[config.mk]
export PLATFORM = sky130hd
export DESIGN_NAME = mem_req_queue
export DESIGN_NICKNAME = d
export VERILOG_FILES = /design/src/rtl/mem_req_queue.sv
export SDC_FILE = /design/constraint.sdc
export NUM_CORES = 1
export LEC_CHECK = 0
export ABC_AREA = 1
export CAP_MARGIN = 10
export CORE_MARGIN = 3
export CORE_UTILIZATION = 55
export CTS_CLUSTER_SIZE = 12
export DETAILED_ROUTE_END_ITERATION = 8
export PLACE_DENSITY_LB_ADDON = 0.1
export SYNTH_ARGS = -nofsm -noshare
export SYNTH_HDL_FRONTEND = slang
export SYNTH_SLANG_ARGS = --single-unit
[constraint.sdc]
create_clock -name clk -period 4.15 [get_ports clk]
set_clock_uncertainty 0.2 [all_clocks]
set_input_delay 1.0375 -clock clk [delete_from_list [all_inputs] [get_ports clk]]
set_output_delay 1.0375 -clock clk [all_outputs]
set_load 0.005 [all_outputs]
[src/rtl/mem_req_queue.sv]
// Memory request queue: a small FIFO that accepts only load/store requests and
// tracks how many queued entries are stores.
module mem_req_queue #(
    parameter int DATA_WIDTH    = 32,
    parameter int DEPTH         = 4,
    parameter int ST_TYPE_WIDTH = 3,
    parameter int LD_TYPE_WIDTH = 3,
    localparam int CW           = $clog2(DEPTH + 1),
    localparam int PW           = $clog2(DEPTH)
) (
    input  logic                     clk,
    input  logic                     rst_n,
    input  logic                     stall,
    input  logic                     flush,
    input  logic                     in_valid,
    output logic                     in_ready,
    input  logic [ST_TYPE_WIDTH-1:0] in_st_type,
    input  logic [LD_TYPE_WIDTH-1:0] in_ld_type,
    input  logic [DATA_WIDTH-1:0]    in_data,
    output logic                     out_valid,
    input  logic                     out_ready,
    output logic [ST_TYPE_WIDTH-1:0] out_st_type,
    output logic [LD_TYPE_WIDTH-1:0] out_ld_type,
    output logic [DATA_WIDTH-1:0]    out_data,
    output logic [CW-1:0]            count,
    output logic [CW-1:0]            st_pending
);

    localparam logic [CW-1:0] FULL_COUNT = CW'(DEPTH);

    logic [ST_TYPE_WIDTH-1:0] st_mem   [DEPTH];
    logic [LD_TYPE_WIDTH-1:0] ld_mem   [DEPTH];
    logic [DATA_WIDTH-1:0]    data_mem [DEPTH];

    logic [PW-1:0] wr_ptr;
    logic [PW-1:0] rd_ptr;
    logic          mem_op;
    logic          enq;
    logic          deq;
    logic          enq_store;
    logic          deq_store;
    logic [CW-1:0] count_next;
    logic [CW-1:0] st_pending_next;

    assign mem_op    = (|in_st_type) | (|in_ld_type);
    assign in_ready  = (count < FULL_COUNT) && !stall;
    assign out_valid = (count != '0);

    assign enq       = in_valid && in_ready && mem_op && !flush;
    assign deq       = out_valid && out_ready && !stall && !flush;
    // A request with both type fields set is a store for pending-store tracking.
    assign enq_store = enq && (|in_st_type);
    assign deq_store = deq && (|st_mem[rd_ptr]);

    // Head is gated so stale storage never leaks out while the queue is empty.
    assign out_st_type = out_valid ? st_mem[rd_ptr]   : '0;
    assign out_ld_type = out_valid ? ld_mem[rd_ptr]   : '0;
    assign out_data    = out_valid ? data_mem[rd_ptr] : '0;

    // NOTE: every signal written here gets a default first, so no latch is inferred.
    always_comb begin
        count_next      = count;
        st_pending_next = st_pending;
        case ({enq, deq})
            2'b10:   count_next = count + CW'(1);
            2'b01:   count_next = count - CW'(1);
            default: count_next = count;
        endcase
        case ({enq_store, deq_store})
            2'b10:   st_pending_next = st_pending + CW'(1);
            2'b01:   st_pending_next = st_pending - CW'(1);
            default: st_pending_next = st_pending;
        endcase
    end

    // NOTE: storage is deliberately left out of reset; the count gate on out_* hides it.
    always_ff @(posedge clk) begin
        if (enq) begin
            st_mem[wr_ptr]   <= in_st_type;
            ld_mem[wr_ptr]   <= in_ld_type;
            data_mem[wr_ptr] <= in_data;
        end
    end

    // NOTE: sequential state uses non-blocking assignments so all registers update together.
    always_ff @(posedge clk) begin
        if (!rst_n) begin
            wr_ptr     <= '0;
            rd_ptr     <= '0;
            count      <= '0;
            st_pending <= '0;
        end else if (stall) begin
            wr_ptr     <= wr_ptr;
            rd_ptr     <= rd_ptr;
            count      <= count;
            st_pending <= st_pending;
        end else if (flush) begin
            wr_ptr     <= '0;
            rd_ptr     <= '0;
            count      <= '0;
            st_pending <= '0;
        end else begin
            // Pointer widths equal log2(DEPTH), so natural overflow is the modulo wrap.
            if (enq) wr_ptr <= wr_ptr + PW'(1);
            if (deq) rd_ptr <= rd_ptr + PW'(1);
            count      <= count_next;
            st_pending <= st_pending_next;
        end
    end

endmodule
==> metrics.txt, run 1 <==
fillers 823; most common cell in the netlist nor2_1; Nets 706; #FFs+latches synth 164; total number of vias 4381; run status complete, no violations; Clock Latency Late Sink 0.43 ns; synthesized area 0.006659 mm2; Hold Violations, Final 0; GR Overflow Total 0; Setup crit start kind register; WP data required 2.91 ns; Initial Utilization 57.34%; Final Cycle Share 92.84%; layout cells sized above 1 9.431%; Layout area overhead 24.58%; number of global-route vias before repair 4344; multi-input combinational cell area 0.001667 mm2; source of the worst hold timing path rd_ptr[1]; CP Capture Type output port; synth top area cells edfxtp_1 (69%), nor2_1 (8.8%), o21ai_0 (5.4%); leading area contributor after synthesis edfxtp_1; main flop type after synthesis edfxtp_1; clk root buf clkbuf_16; # rows 39; Clock Tree Buf Depth 2; CTS sink count 164; R2R setup slack 1.56 ns; Die Y-Extent 116.0 um; Gate Count Post-Synth 564; Worst Path Arrival 2.62 ns; DRT Pass-1 Iters 5; CTS tree yes; Residual DRC 0; leakage power 2.888 nW; I/O pin total 90; combinational power share 6.5%; max-cap check violation count 0; sequential cell area 0.004807 mm2; cells on worst reg2reg path 14; Die W 116.0 um; f_max 0.2596 GHz; clock power share 40.9%; clk slew on worst S/H paths 0.06 ns; Wirelength per Cell 16.98 um; antenna-violating nets left 0; DIE AREA 0.01346 mm2; Fin Setup TNS 0 ns; RSZ-0062 raised after global routing false; crit path kind reg -> out; largest net degree at the start of global routing 77; RR Endpoint st_pending[2]; Initial DRC Count 293; Tot GR Track Use 21.65%; Switch Pwr 732.8 uW; Yosys Warn Count 0; Hold-fix buffers, CTS 0; FFs w/ async S/R, synth 0%; post-synth net total 614; Internal Pwr Total 2.749 mW; Max IR drop VDD 0.3637 mV; hpwl dp 8282 um; total power 3.482 mW; Max-slew headroom 39.66%; H-tree depth 4; Hold Path Class reg -> reg; Placer Congestion 0.8527; Routed WL 13770 um; Slew Limit Fails 0; PD cells 419.8 mW/mm2; vias per cell 5.402; most frequent cells after synthesis nor2_1 (156), edfxtp_1 (152), o21ai_0 (72), a21oi_1 (42), nand2_1 (36); setup bufs post-CTS 0; Port-buffer cells 89; CTS resizes 0; first-pass GRT wire length 21740 um; part of the power in registers 52.6%; sequential area share after synthesis 72.15%; Avg Cell Area, Syn 11.81 um2; CP Max Fanout 76; sw frac 21.05%; Hold Crit Depth 1; antenna cell count 0; Final Setup Violations 0; synth unique cells 29; CTS buffer count 17; core area 0.01161 mm2; initial antenna violation count 0; hold_ws 0.2760 ns; Post-synth EDFFs 152; Synth top area share 68.55%; crit path time final 3.853 ns; transition time of the tightest slew-check pin 0.9042 ns
==> logic make-up after synthesis <==
group / share of synthesized area [%]
buf+inv: 3.269
fa+ha+maj: 1.240
compound gates: 9.132
simple gates: 13.94
flops: 72.15
xor+xnor: 0.2631
==> power groups by stage <==
stage               clock (mW)  combinational, mW  sequential [mW]
global placement             0              0.223             1.87
CTS                       1.44              0.230             1.83
detailed placement           0              0.228             1.87
finish                    1.42              0.227             1.83
floorplan                    0             0.0827             1.87
global route              1.51              0.250             1.83
==> registers in the layout, indices dropped and copies added, names as in the netlist, named ones only <==
| signal | flops |
|---|---|
| rd_ptr | 2 |
| wr_ptr | 2 |
| ld_mem | 12 |
| data_mem | 128 |
| st_pending | 3 |
| count | 3 |
| st_mem | 12 |
==> how the worst max path moves through the flow <==
stage / from / to / slack (ns) / cells past startpoint
final: register / out_ld_type[2] / 0.30 / 6
after global routing: register / out_ld_type[2] / 0.15 / 6
after CTS: count[2] / out_data[22] / 0.31 / 6
after detailed placement: in_st_type[2] / data_mem[2][26] / 0.64 / 8
after global placement: in_st_type[1] / data_mem[3][30] / 0.70 / 8
after floorplan: stall / data_mem[0][0] / 0.48 / 3
==> cells in the final DEF, fill, tap and decap left out, drive strengths merged, types with 5 or more instances in the layout <==
cell type / count
nor2: 158
edfxtp: 152
clkdlybuf4s50: 89
o21ai: 73
a21oi: 43
nand2: 42
inv: 27
clkbuf: 17
nand3: 15
dfxtp: 12
buf: 12
clkinv: 9
ha: 5
==> per-layer routing <==
| layer | GRT usage (%) | vias to the layer above | part of all wire, % |
|---|---|---|---|
| met4 | 7.579 | 0 | 1.5 |
| li1 | - | 2142 | - |
| met3 | 5.222 | 17 | 5.5 |
| met2 | 34.68 | 131 | 49 |
| met5 | 0 | - | 0 |
| met1 | 29.32 | 2091 | 44 |
==> final cells by class <==
cell class / instances / share of cell area [%]
Tap cell: 143 / 2.157
Multi-Input combinational cell: 346 / 20.09
Sequential cell: 164 / 57.95
Timing Repair Buffer: 101 / 12.13
Clock buffer: 17 / 5.128
Inverter: 26 / 1.176
Clock inverter: 14 / 1.373
==> critical path: stages, from the launching register on <==
cell,delay [ns]
dfxtp_2,0.33
buf_4,0.62
nor2_1,0.11
nor2_1,0.11
o21ai_0,0.09
a21oi_1,0.30
clkdlybuf4s50_1,0.57
==> per-stage QoR <==
stage,instance area (um2),setup slack [ns],std cells,util (%)
final,8295,0.2972,811,71.43
after global routing,8295,0.1468,811,71.43
after CTS,8295,0.3118,811,71.43
after detailed placement,7756,0.6449,780,66.79
after global placement,7756,0.6968,780,66.79
after floorplan,6659,0.4807,564,-
Power figures use the tool's default switching activity.
==> inputs of run 2 (changes only) <==
--- a/config.mk
+++ b/config.mk
@@ -8,7 +8,7 @@
 export ABC_AREA = 1
 export CAP_MARGIN = 10
 export CORE_MARGIN = 3
-export CORE_UTILIZATION = 55
+export CORE_UTILIZATION = 40
 export CTS_CLUSTER_SIZE = 12
 export DETAILED_ROUTE_END_ITERATION = 8
 export PLACE_DENSITY_LB_ADDON = 0.1
==> run 2 against run 1 <==
Compared with the run above:
- hold slack worse by 0.018 ns
- combinational power about the same
- final area up 2.6%
- global-route usage down 5.0 points
- count of clock-buffer cells in the layout up 2
- non-clock buffer count unchanged
- critical path type unchanged
- largest power group unchanged
- critical endpoint is now out_data[0]
- clock power up 18%
==> metrics.txt, run 2 (synthesized netlist as in run 1, its figures left out) <==
run status complete, no violations; Die W 135.0 um (+16%); f_max 0.2620 GHz (+0.93%); Switch Pwr 739.1 uW (+0.85%); Nets 706 (unchanged); Hold Violations, Final 0 (unchanged); DRT Pass-1 Iters 4 (-1); Die Y-Extent 135.0 um (+16%); Internal Pwr Total 3.005 mW (+9.3%); total number of vias 4303 (-1.8%); Tot GR Track Use 16.63% (-5.0 points); H-tree depth 4 (unchanged); sequential cell area 0.004807 mm2 (unchanged); clk slew on worst S/H paths 0.06 ns (about the same); crit path kind reg -> out; combinational power share 6.1% (-0.4 points); Routed WL 14590 um (+5.9%); CTS tree yes; clk root buf clkbuf_16; fillers 1413 (+72%); total power 3.744 mW (+7.5%); Wirelength per Cell 16.48 um (-2.9%); Setup crit start kind register; RSZ-0062 raised after global routing false; largest reg by FF count data_mem; number of flip-flops in the largest register 128 (unchanged); transition time of the tightest slew-check pin 0.8824 ns (-0.02173 ns); crit path time final 3.817 ns (-0.03561 ns); Hold-fix buffers, CTS 0 (unchanged); Clock Latency Late Sink 0.42 ns (about the same); I/O pin total 90 (unchanged); initial antenna violation count 0 (unchanged); dpl cell area 0.007873 mm2 (+1.5%); Port-buffer cells 89 (unchanged); multi-input combinational cell area 0.001667 mm2 (unchanged); Final Setup Violations 0 (unchanged); cell area after layout 0.008511 mm2 (+2.6%); core area 0.01612 mm2 (+39%); clock power share 45.0% (+4.1 points); Slew Limit Fails 0 (unchanged); PD cells 439.9 mW/mm2 (+4.8%); # rows 46 (+18%); leakage power 2.948 nW (+2.1%); hold_ws 0.2578 ns (-0.01812 ns); Layout area overhead 27.81%; Largest regs data_mem: 128 flops, ld_mem: 12 flops, st_mem: 12 flops; CTS resizes 0 (unchanged); setup bufs post-CTS 0 (unchanged); WP data required 2.91 ns (about the same); Hold Path Class reg -> reg; CTS sink count 164 (unchanged); vias per cell 4.862 (-10%); Clock Tree Buf Depth 2 (unchanged); number of global-route vias before repair 4308 (-0.83%); GR Overflow Total 0 (unchanged); sw frac 19.74% (-1.3 points); most frequent cells in the layout nor2_1 (152), edfxtp_1 (152), clkdlybuf4s50_1 (89); antenna-violating nets left 0 (unchanged); DIE AREA 0.01823 mm2 (+35%); Max IR drop VDD 0.2771 mV (-24%); Residual DRC 0 (unchanged); layout cells sized above 1 9.417% (-0.014 points); CP Capture Type output port; Max-slew headroom 41.11% (+1.5 points); largest net degree at the start of global routing 77 (unchanged); CTS buffer count 17 (unchanged); Fin Setup TNS 0 ns (unchanged); hpwl dp 8573 um (+3.5%); part of the power in registers 48.9% (-3.7 points); Worst Path Arrival 2.58 ns (-0.04 ns); Placer Congestion 0.7918 (-7.1%); Initial DRC Count 239 (-18%); CP Max Fanout 20 (-74%); first-pass GRT wire length 22970 um (+5.7%); Initial Utilization 41.32% (-16 points); max-cap check violation count 0 (unchanged); antenna cell count 0 (unchanged); Final Cycle Share 91.98% (-0.86 points)
## run 2: changes by cell type in the layout (fill, tap and decap cells not counted)
cell        change
buf_4           -2
clkinv_1        -1
clkinv_2        -2
inv_6           +1
buf_12          +2
clkbuf_1        +2
clkinv_4        -1
bufinv_16       +4
clkinvlp_4      -2
## run 2: final timing paths
kind	from	to	depth (start not counted)	slack (ns)
min	rd_ptr[1]	register	1	0.26
max reg2reg	register	st_pending[2]	15	1.65
max	count[2]	out_data[0]	6	0.33
min reg2reg	rd_ptr[1]	register	1	0.26
## run 2: layout make-up
class	instances	area share, %
flip-flops and latches	164	56.48
multi-input cells	346	19.58
repair buffers	101	12.11
clock buffers	19	5.087
well taps	216	3.176
clock inverters	13	2.411
inverters	26	1.147
## run 2: through the flow
step                      util [%]  setup slack [ns]  instances
final                        52.81            0.3328        885
after global routing         52.81            0.1605        885
after CTS                    52.81            0.2116        885
after detailed placement     48.85            0.7040        853
after global placement       48.85            0.7038        853
after floorplan                  -            0.4807        564
## run 2: critical path, cell delays in order (launching register included)
cell	delay (ns)
dfxtp_1	0.37
nor2_1	0.15
nand2_2	0.09
inv_1	0.65
buf_4	0.34
a21oi_1	0.09
clkdlybuf4s50_1	0.46
## run 2: power groups by stage
| stage | clock [mW] | sequential, mW | combinational [mW] |
|---|---|---|---|
| 3_3_place_gp | 0 | 1.87 | 0.230 |
| 6_report | 1.68 | 1.83 | 0.229 |
| 5_1_grt | 1.79 | 1.83 | 0.252 |
| 2_1_floorplan | 0 | 1.87 | 0.0827 |
| 4_1_cts | 1.72 | 1.83 | 0.234 |
| 3_5_place_dp | 0 | 1.87 | 0.232 |
## run 2: metal layers
metal  up-vias  wire length [um]  track usage [%]
li1       2147                 -                -
met1      2055              6691            21.40
met2        83              7200            28.18
met3        18               477            3.577
met4         0               216            5.543
met5         -                 0                0
==> inputs of run 3 (changes only) <==
--- a/config.mk
+++ b/config.mk
@@ -12,6 +12,7 @@
 export CTS_CLUSTER_SIZE = 12
 export DETAILED_ROUTE_END_ITERATION = 8
 export PLACE_DENSITY_LB_ADDON = 0.1
+export SKIP_LAST_GASP = 1
 export SYNTH_ARGS = -nofsm -noshare
 export SYNTH_HDL_FRONTEND = slang
 export SYNTH_SLANG_ARGS = --single-unit
==> results of run 3 <==
The final DEF is identical to that of run 2; final timing and power are the same.
